--- config.mk ---
export PLATFORM = sky130hd
export DESIGN_NAME = score_digit_scan
export DESIGN_NICKNAME = d
export VERILOG_FILES = /design/src/rtl/score_digit_scan_pkg.sv /design/src/rtl/score_digit_scan_seg7_decoder.sv /design/src/rtl/score_digit_scan.sv
export SDC_FILE = /design/constraint.sdc
export NUM_CORES = 1
export LEC_CHECK = 0
export BUFFER_PORTS_ARGS = -buffer_cell sky130_fd_sc_hd__buf_2
export CAP_MARGIN = 20
export CORE_MARGIN = 3
export CORE_UTILIZATION = 50
export CTS_CLUSTER_DIAMETER = 50
export DETAILED_ROUTE_END_ITERATION = 16
export GPL_ROUTABILITY_DRIVEN = 0
export GPL_TIMING_DRIVEN = 0
export PLACE_DENSITY = 0.73
export SLEW_MARGIN = 10
export SYNTH_ARGS = -nofsm -noshare
export SYNTH_HDL_FRONTEND = slang
export SYNTH_SLANG_ARGS = --single-unit
--- constraint.sdc ---
create_clock -name clk -period 2.48 [get_ports clk]
set_input_delay 0.248 -clock clk [delete_from_list [all_inputs] [get_ports clk]]
set_output_delay 0.248 -clock clk [all_outputs]
set_load 0.1 [all_outputs]
--- src/rtl/score_digit_scan_pkg.sv ---
// Shared constants for the score digit scanner: segment bit positions,
// special decode patterns, scan state encoding and a segment-building helper.
package score_digit_scan_pkg;

  // Segment bit positions within the 7-bit segment bus (bit6=a ... bit0=g).
  localparam int SEG_A = 6;
  localparam int SEG_B = 5;
  localparam int SEG_C = 4;
  localparam int SEG_D = 3;
  localparam int SEG_E = 2;
  localparam int SEG_F = 1;
  localparam int SEG_G = 0;

  // Special segment patterns.
  localparam logic [6:0] SEG_CODE_BLANK = 7'h00;
  localparam logic [6:0] SEG_CODE_DASH  = 7'(1) << SEG_G;
  localparam logic [6:0] SEG_CODE_ALL   = 7'h7F;

  // BCD codes with special meaning: 10..14 render as a dash, 15 as blank.
  localparam logic [3:0] CODE_DASH_MIN = 4'hA;
  localparam logic [3:0] CODE_BLANK    = 4'hF;

  // Scan state encoding.
  localparam logic ST_BLANK_ENC = 1'b0;
  localparam logic ST_SHOW_ENC  = 1'b1;

  typedef enum logic {
    ST_BLANK = ST_BLANK_ENC,
    ST_SHOW  = ST_SHOW_ENC
  } state_t;

  // Builds a segment word from individual a..g flags using the bit positions above.
  function automatic logic [6:0] seg_set(input logic a, input logic b, input logic c,
                                         input logic d, input logic e, input logic f,
                                         input logic g);
    logic [6:0] s;
    s        = '0;
    s[SEG_A] = a;
    s[SEG_B] = b;
    s[SEG_C] = c;
    s[SEG_D] = d;
    s[SEG_E] = e;
    s[SEG_F] = f;
    s[SEG_G] = g;
    return s;
  endfunction

endpackage

--- src/rtl/score_digit_scan_seg7_decoder.sv ---
// Combinational BCD-to-7-segment decoder shared by all scanned digits.
// 6 is drawn without segment a and 9 without segment d; 10..14 show a dash,
// 15 shows nothing.
module seg7_decoder
  import score_digit_scan_pkg::*;
(
  input  logic [3:0] code,
  output logic [6:0] seg
);

  localparam logic H = 1'b1;
  localparam logic L = 1'b0;

  // Map one BCD code to its segment pattern.
  always_comb begin
    // NOTE: every combinational output gets a default first so no path can infer a latch.
    seg = SEG_CODE_BLANK;
    case (code)
      4'd0:       seg = seg_set(H, H, H, H, H, H, L);
      4'd1:       seg = seg_set(L, H, H, L, L, L, L);
      4'd2:       seg = seg_set(H, H, L, H, H, L, H);
      4'd3:       seg = seg_set(H, H, H, H, L, L, H);
      4'd4:       seg = seg_set(L, H, H, L, L, H, H);
      4'd5:       seg = seg_set(H, L, H, H, L, H, H);
      4'd6:       seg = seg_set(L, L, H, H, H, H, H);
      4'd7:       seg = seg_set(H, H, H, L, L, L, L);
      4'd8:       seg = seg_set(H, H, H, H, H, H, H);
      4'd9:       seg = seg_set(H, H, H, L, L, H, H);
      CODE_BLANK: seg = SEG_CODE_BLANK;
      default:    seg = (code >= CODE_DASH_MIN) ? SEG_CODE_DASH : SEG_CODE_BLANK;
    endcase
  end

endmodule

--- src/rtl/score_digit_scan.sv ---
// Time-multiplexed score display scanner. Latches a BCD score at frame
// boundaries and scans one digit at a time (BLANK gap, then SHOW dwell)
// through a single shared seg7_decoder. Digit 0 is the most significant
// digit, held in the MSBs of bcd_in, and is driven on digit_sel bit 0.
// Optional leading-zero blanking is enabled by defining SCORE_SCAN_LZB_EN.
module score_digit_scan
  import score_digit_scan_pkg::*;
#(
  parameter int unsigned NUM_DIGITS = 4,
  parameter int unsigned DWELL      = 16,
  parameter int unsigned GAP        = 1
) (
  input  logic                    clk,
  input  logic                    reset,
  input  logic                    ce,
  input  logic                    load_req,
  input  logic [4*NUM_DIGITS-1:0] bcd_in,
  output logic                    load_ack,
  input  logic                    lamp_test,
  output logic [NUM_DIGITS-1:0]   digit_sel,
  output logic [6:0]              seg,
  output logic                    frame_end
);

  localparam int unsigned        IDX_W      = (NUM_DIGITS > 1) ? $clog2(NUM_DIGITS) : 1;
  localparam logic [IDX_W-1:0]   LAST_IDX   = IDX_W'(NUM_DIGITS - 1);
  localparam logic [7:0]         GAP_LAST   = 8'(GAP - 1);
  localparam logic [7:0]         DWELL_LAST = 8'(DWELL - 1);

  state_t                  state;
  logic [7:0]              cnt;
  logic [IDX_W-1:0]        idx;
  logic [4*NUM_DIGITS-1:0] shadow;
  logic [NUM_DIGITS-1:0]   blank_mask;
  logic [NUM_DIGITS-1:0]   nxt_mask;
  logic [NUM_DIGITS-1:0]   sel_onehot;
  logic [3:0]              cur_code;
  logic [6:0]              dec_seg;
  logic [6:0]              show_seg;

  // Pick the BCD code of the current digit out of the shadow score.
  always_comb begin
    cur_code = '0;
    for (int i = 0; i < NUM_DIGITS; i++) begin
      if (idx == IDX_W'(i)) cur_code = shadow[4*(NUM_DIGITS-1-i) +: 4];
    end
  end

  seg7_decoder u_dec (
    .code (cur_code),
    .seg  (dec_seg)
  );

  // Lamp test lights everything and overrides blanking; otherwise honour the mask.
  assign show_seg   = lamp_test ? SEG_CODE_ALL :
                      (blank_mask[idx] ? SEG_CODE_BLANK : dec_seg);
  assign sel_onehot = NUM_DIGITS'(1) << idx;

`ifdef SCORE_SCAN_LZB_EN
  // Blank digit i when it and every more significant digit are zero; the
  // least significant digit is always shown so a zero score reads "0".
  always_comb begin
    logic all_zero;
    nxt_mask = '0;
    all_zero = 1'b1;
    for (int i = 0; i < NUM_DIGITS - 1; i++) begin
      all_zero    = all_zero && (bcd_in[4*(NUM_DIGITS-1-i) +: 4] == 4'd0);
      nxt_mask[i] = all_zero;
    end
  end
`else
  // Leading zeros are displayed; the mask stays clear.
  assign nxt_mask = '0;
`endif

  // Scan FSM: BLANK gap and SHOW dwell per digit, frame wrap and score capture.
  always_ff @(posedge clk) begin
    if (reset) begin
      state      <= ST_BLANK;
      cnt        <= '0;
      idx        <= '0;
      // NOTE: the score shadow is reset so the first frame after reset shows zeros.
      shadow     <= '0;
      blank_mask <= '0;
      digit_sel  <= '0;
      seg        <= '0;
      load_ack   <= 1'b0;
      frame_end  <= 1'b0;
    end else begin
      // NOTE: sequential state uses non-blocking assignments so every register samples pre-edge values.
      load_ack  <= 1'b0;
      frame_end <= 1'b0;
      // Segments track lamp_test while a digit is lit, even between ce ticks.
      if (state == ST_SHOW) seg <= show_seg;
      if (ce) begin
        case (state)
          ST_BLANK: begin
            if (cnt == GAP_LAST) begin
              state     <= ST_SHOW;
              cnt       <= '0;
              digit_sel <= sel_onehot;
              seg       <= show_seg;
            end else begin
              cnt <= cnt + 8'd1;
            end
          end
          ST_SHOW: begin
            if (cnt == DWELL_LAST) begin
              state     <= ST_BLANK;
              cnt       <= '0;
              digit_sel <= '0;
              seg       <= '0;
              if (idx == LAST_IDX) begin
                idx       <= '0;
                frame_end <= 1'b1;
                if (load_req) begin
                  shadow     <= bcd_in;
                  blank_mask <= nxt_mask;
                  load_ack   <= 1'b1;
                end
              end else begin
                idx <= idx + IDX_W'(1);
              end
            end else begin
              cnt <= cnt + 8'd1;
            end
          end
          default: state <= ST_BLANK;
        endcase
      end
    end
  end

endmodule
==> key figures <==
Route
  • WL/cell: 12.8 um
  • Post-DR vias/cell: 5.37
  • DR vias: 1674
  • Iter 0 DRT Violations: 160
  • # DRC: 0
  • Total wire length: 3.98 mm
  • Drt first pass iters: 5
  • Antenna Nets Post-Route: 0

Yosys
  • Post-synth EDFFs: 0
  • Mapped Cells: 228
  • Area leader, netlist: dfxtp_1
  • Top FF cell, synth: dfxtp_1
  • Mean Syn Cell Area: 8.36 sq um
  • Seq/Total Area, Yosys: 42.0%
  • Post-synth top area share: 42.0%
  • Unique cell type count in the Yosys netlist: 46
  • #FFs+latches synth: 40
  • Post-synth net total: 255
  • Post-synthesis cell area: 1910 sq um
  • Synth warn: 0
  • Synth top area cells: dfxtp_1, nand2_1, a21oi_1
  • Ys async rst share: 0%

Final layout
  • Commonest non-fill, non-tap cells in the layout: nand2_1, dfxtp_1, buf_2, a21oi_1, nor2_1
  • Commonest non-fill, non-tap cell in the layout: nand2_1
  • Layout cells sized above 1: 20.3%
  • Register area: 801 sq um
  • Syn-to-layout area delta: 18.1%
  • # fillers: 322
  • Final instance area: 2250 sq um
  • Fin nets: 292
  • # diodes: 0
  • Multi-input gate area: 991 sq um

Min path
  • Hold Path Class: in2reg
  • Hold Path Origin: bcd_in[9]
  • Hold Path End: shadow[9]
  • Hold Path Depth: 3

Power and ir drop
  • Overall power consumption: 1.46 mW
  • PD cells: 647 nW/um^2
  • Lkg Pwr: 0.862 nW
  • Peak supply drop: 0.374 mV

Clocking
  • CTS root buffer: clkbuf_8
  • CTS H-tree lvls: 2
  • TritonCTS clock tree: done
  • Worst-Skew Late Latency: 0.29 ns
  • Sink Count: 40
  • # hold bufs at CTS: 0
  • CTS buffer count: 5
  • Clk buf depth: 2
  • Clock-pin transition on the worst setup and hold timing paths: 0.08 ns

GRT
  • First-pass GRT wire length: 6.65 mm
  • GR Util All Layers: 19.6%
  • Number of antenna violations at the first check in global routing: 0
  • Largest net degree at the start of global routing: 13
  • GR Overflow Total: 0
  • Vias in the first global route: 1421

Placed design
  • # port buffers: 32
  • Placed wire-length estimate: 2.91 mm
  • Placed cell areas: 2120 sq um

Floorplanning
  • IO Count: 34
  • Row count: 21
  • Die Wd: 67.7 um
  • Core area: 3490 sq um
  • DIE AREA: 4590 sq um
  • Die Span Y: 67.7 um
  • Starting density of the core: 54.5%

STA
  • Final hold viol count: 0
  • Slew @ Worst Pin: 0.708 ns
  • Total Neg Setup Slack: 0 ns
  • Rel. slew slack: 52.7%
  • RSZ-0062 raised after global routing: no
  • Fmax: 446 MHz
  • Final slew viol count: 0
  • Period utilization: 90.4%
  • Worst clock skew: 0.00685 ns
  • Crit path time final: 2.24 ns
  • Final setup fails: 0

Setup path
  • Req. time, crit path: 2.66 ns
  • R2R cell count: 9
  • Register-to-register setup slack: 0.24 ns
  • Startpoint types: flop
  • Worst R2R Start: idx[0]
  • R2R Path End: seg[2]
  • Worst Path Arrival: 2.42 ns
  • CP max FO: 10
  • Crit. End Element: flop
  • Kind of critical path: reg2reg

Flow run
  • Max Cap Violations: 0

Outcome
  • Status: complete, no violations
==> timing repair <==
item / CTS / global route
gates resized for setup: 0 / 4
setup endpoints to repair: 0 / 3
buffers inserted: 0 / 0
==> per-stage QoR <==
step                      util, %  worst slack, ns  hold WS, ns  instances
final                        64.4            0.238        0.187        312
after global routing         64.4           0.0274        0.168        312
after CTS                    64.4           0.0978        0.175        314
after detailed placement     60.8            0.130        0.443        306
after global placement       60.8            0.161        0.435        306
after floorplan                 -            0.473        0.384        228
==> where the power goes <==
part           switching, mW  leakage (nW)  internal, mW
logic                  0.164         0.473        0.0446
registers             0.0119         0.325         0.661
clock network          0.219        0.0645         0.355
==> worst max-delay path: stages, from the launching register on <==
cell and delay, ns:
dfxtp_1 0.41, inv_1 0.09, ha_1 0.20, clkbuf_1 0.19
nor3b_1 0.18, a221o_1 0.28, buf_2 0.19, nand2_1 0.11
a311oi_1 0.09, a2111oi_0 0.38
==> synth_stat cells (all sizes together), types with 5 or more instances <==
cell and n:
nand2 42, dfxtp 40, a21oi 21, nor2 16, inv 11, clkbuf 9, nor3b 7, buf 6
ha 6, o21ai 6, a211oi 5, a221o 5, nand3 5
==> routing by layer <==
layer	up-vias	part of all wire, %	global-route usage [%]
li1	879	-	-
met1	745	48	25.7
met2	43	45	29.5
met3	7	4.6	6.49
met4	0	1.9	7.59
met5	-	0	0
==> final cells by class <==
cell class | count | area share, %
Clock inverter | 1 | 1.33
Sequential cell | 40 | 35.6
Multi-Input combinational cell | 162 | 44.0
Timing Repair Buffer | 32 | 7.12
Clock buffer | 7 | 4.28
Tap cell | 46 | 2.56
Inverter | 11 | 1.84
Buffer | 13 | 3.23
==> kinds of logic (layout without fill, tap and decap cells) <==
group | count (synthesis) | after routing | synth area share (%)
fa+ha+maj | 6 | 6 | 3.94
buf+inv | 26 | 64 | 6.37
compound gates | 56 | 56 | 19.6
simple gates | 91 | 91 | 23.8
mux | 3 | 3 | 1.58
xor+xnor | 6 | 6 | 2.76
flops | 40 | 40 | 42.0
==> flip-flops by register name, indices dropped and copies added (netlist names) <==
name       flops
digit_sel      4
frame_end      1
idx            2
load_ack       1
cnt            8
seg            7
shadow        16
state          1
==> how the worst max path moves through the flow <==
stage | startpoint | endpoint | slack (ns) | cells after the start
3_5_place_dp | idx[0] | seg[6] | 0.13 | 9
6_report | idx[0] | seg[2] | 0.24 | 9
3_3_place_gp | idx[0] | seg[6] | 0.16 | 9
4_1_cts | idx[0] | seg[6] | 0.1 | 9
5_1_grt | idx[0] | seg[2] | 0.03 | 8
2_1_floorplan | idx[0] | seg[6] | 0.47 | 9
Power figures use the tool's default switching activity.
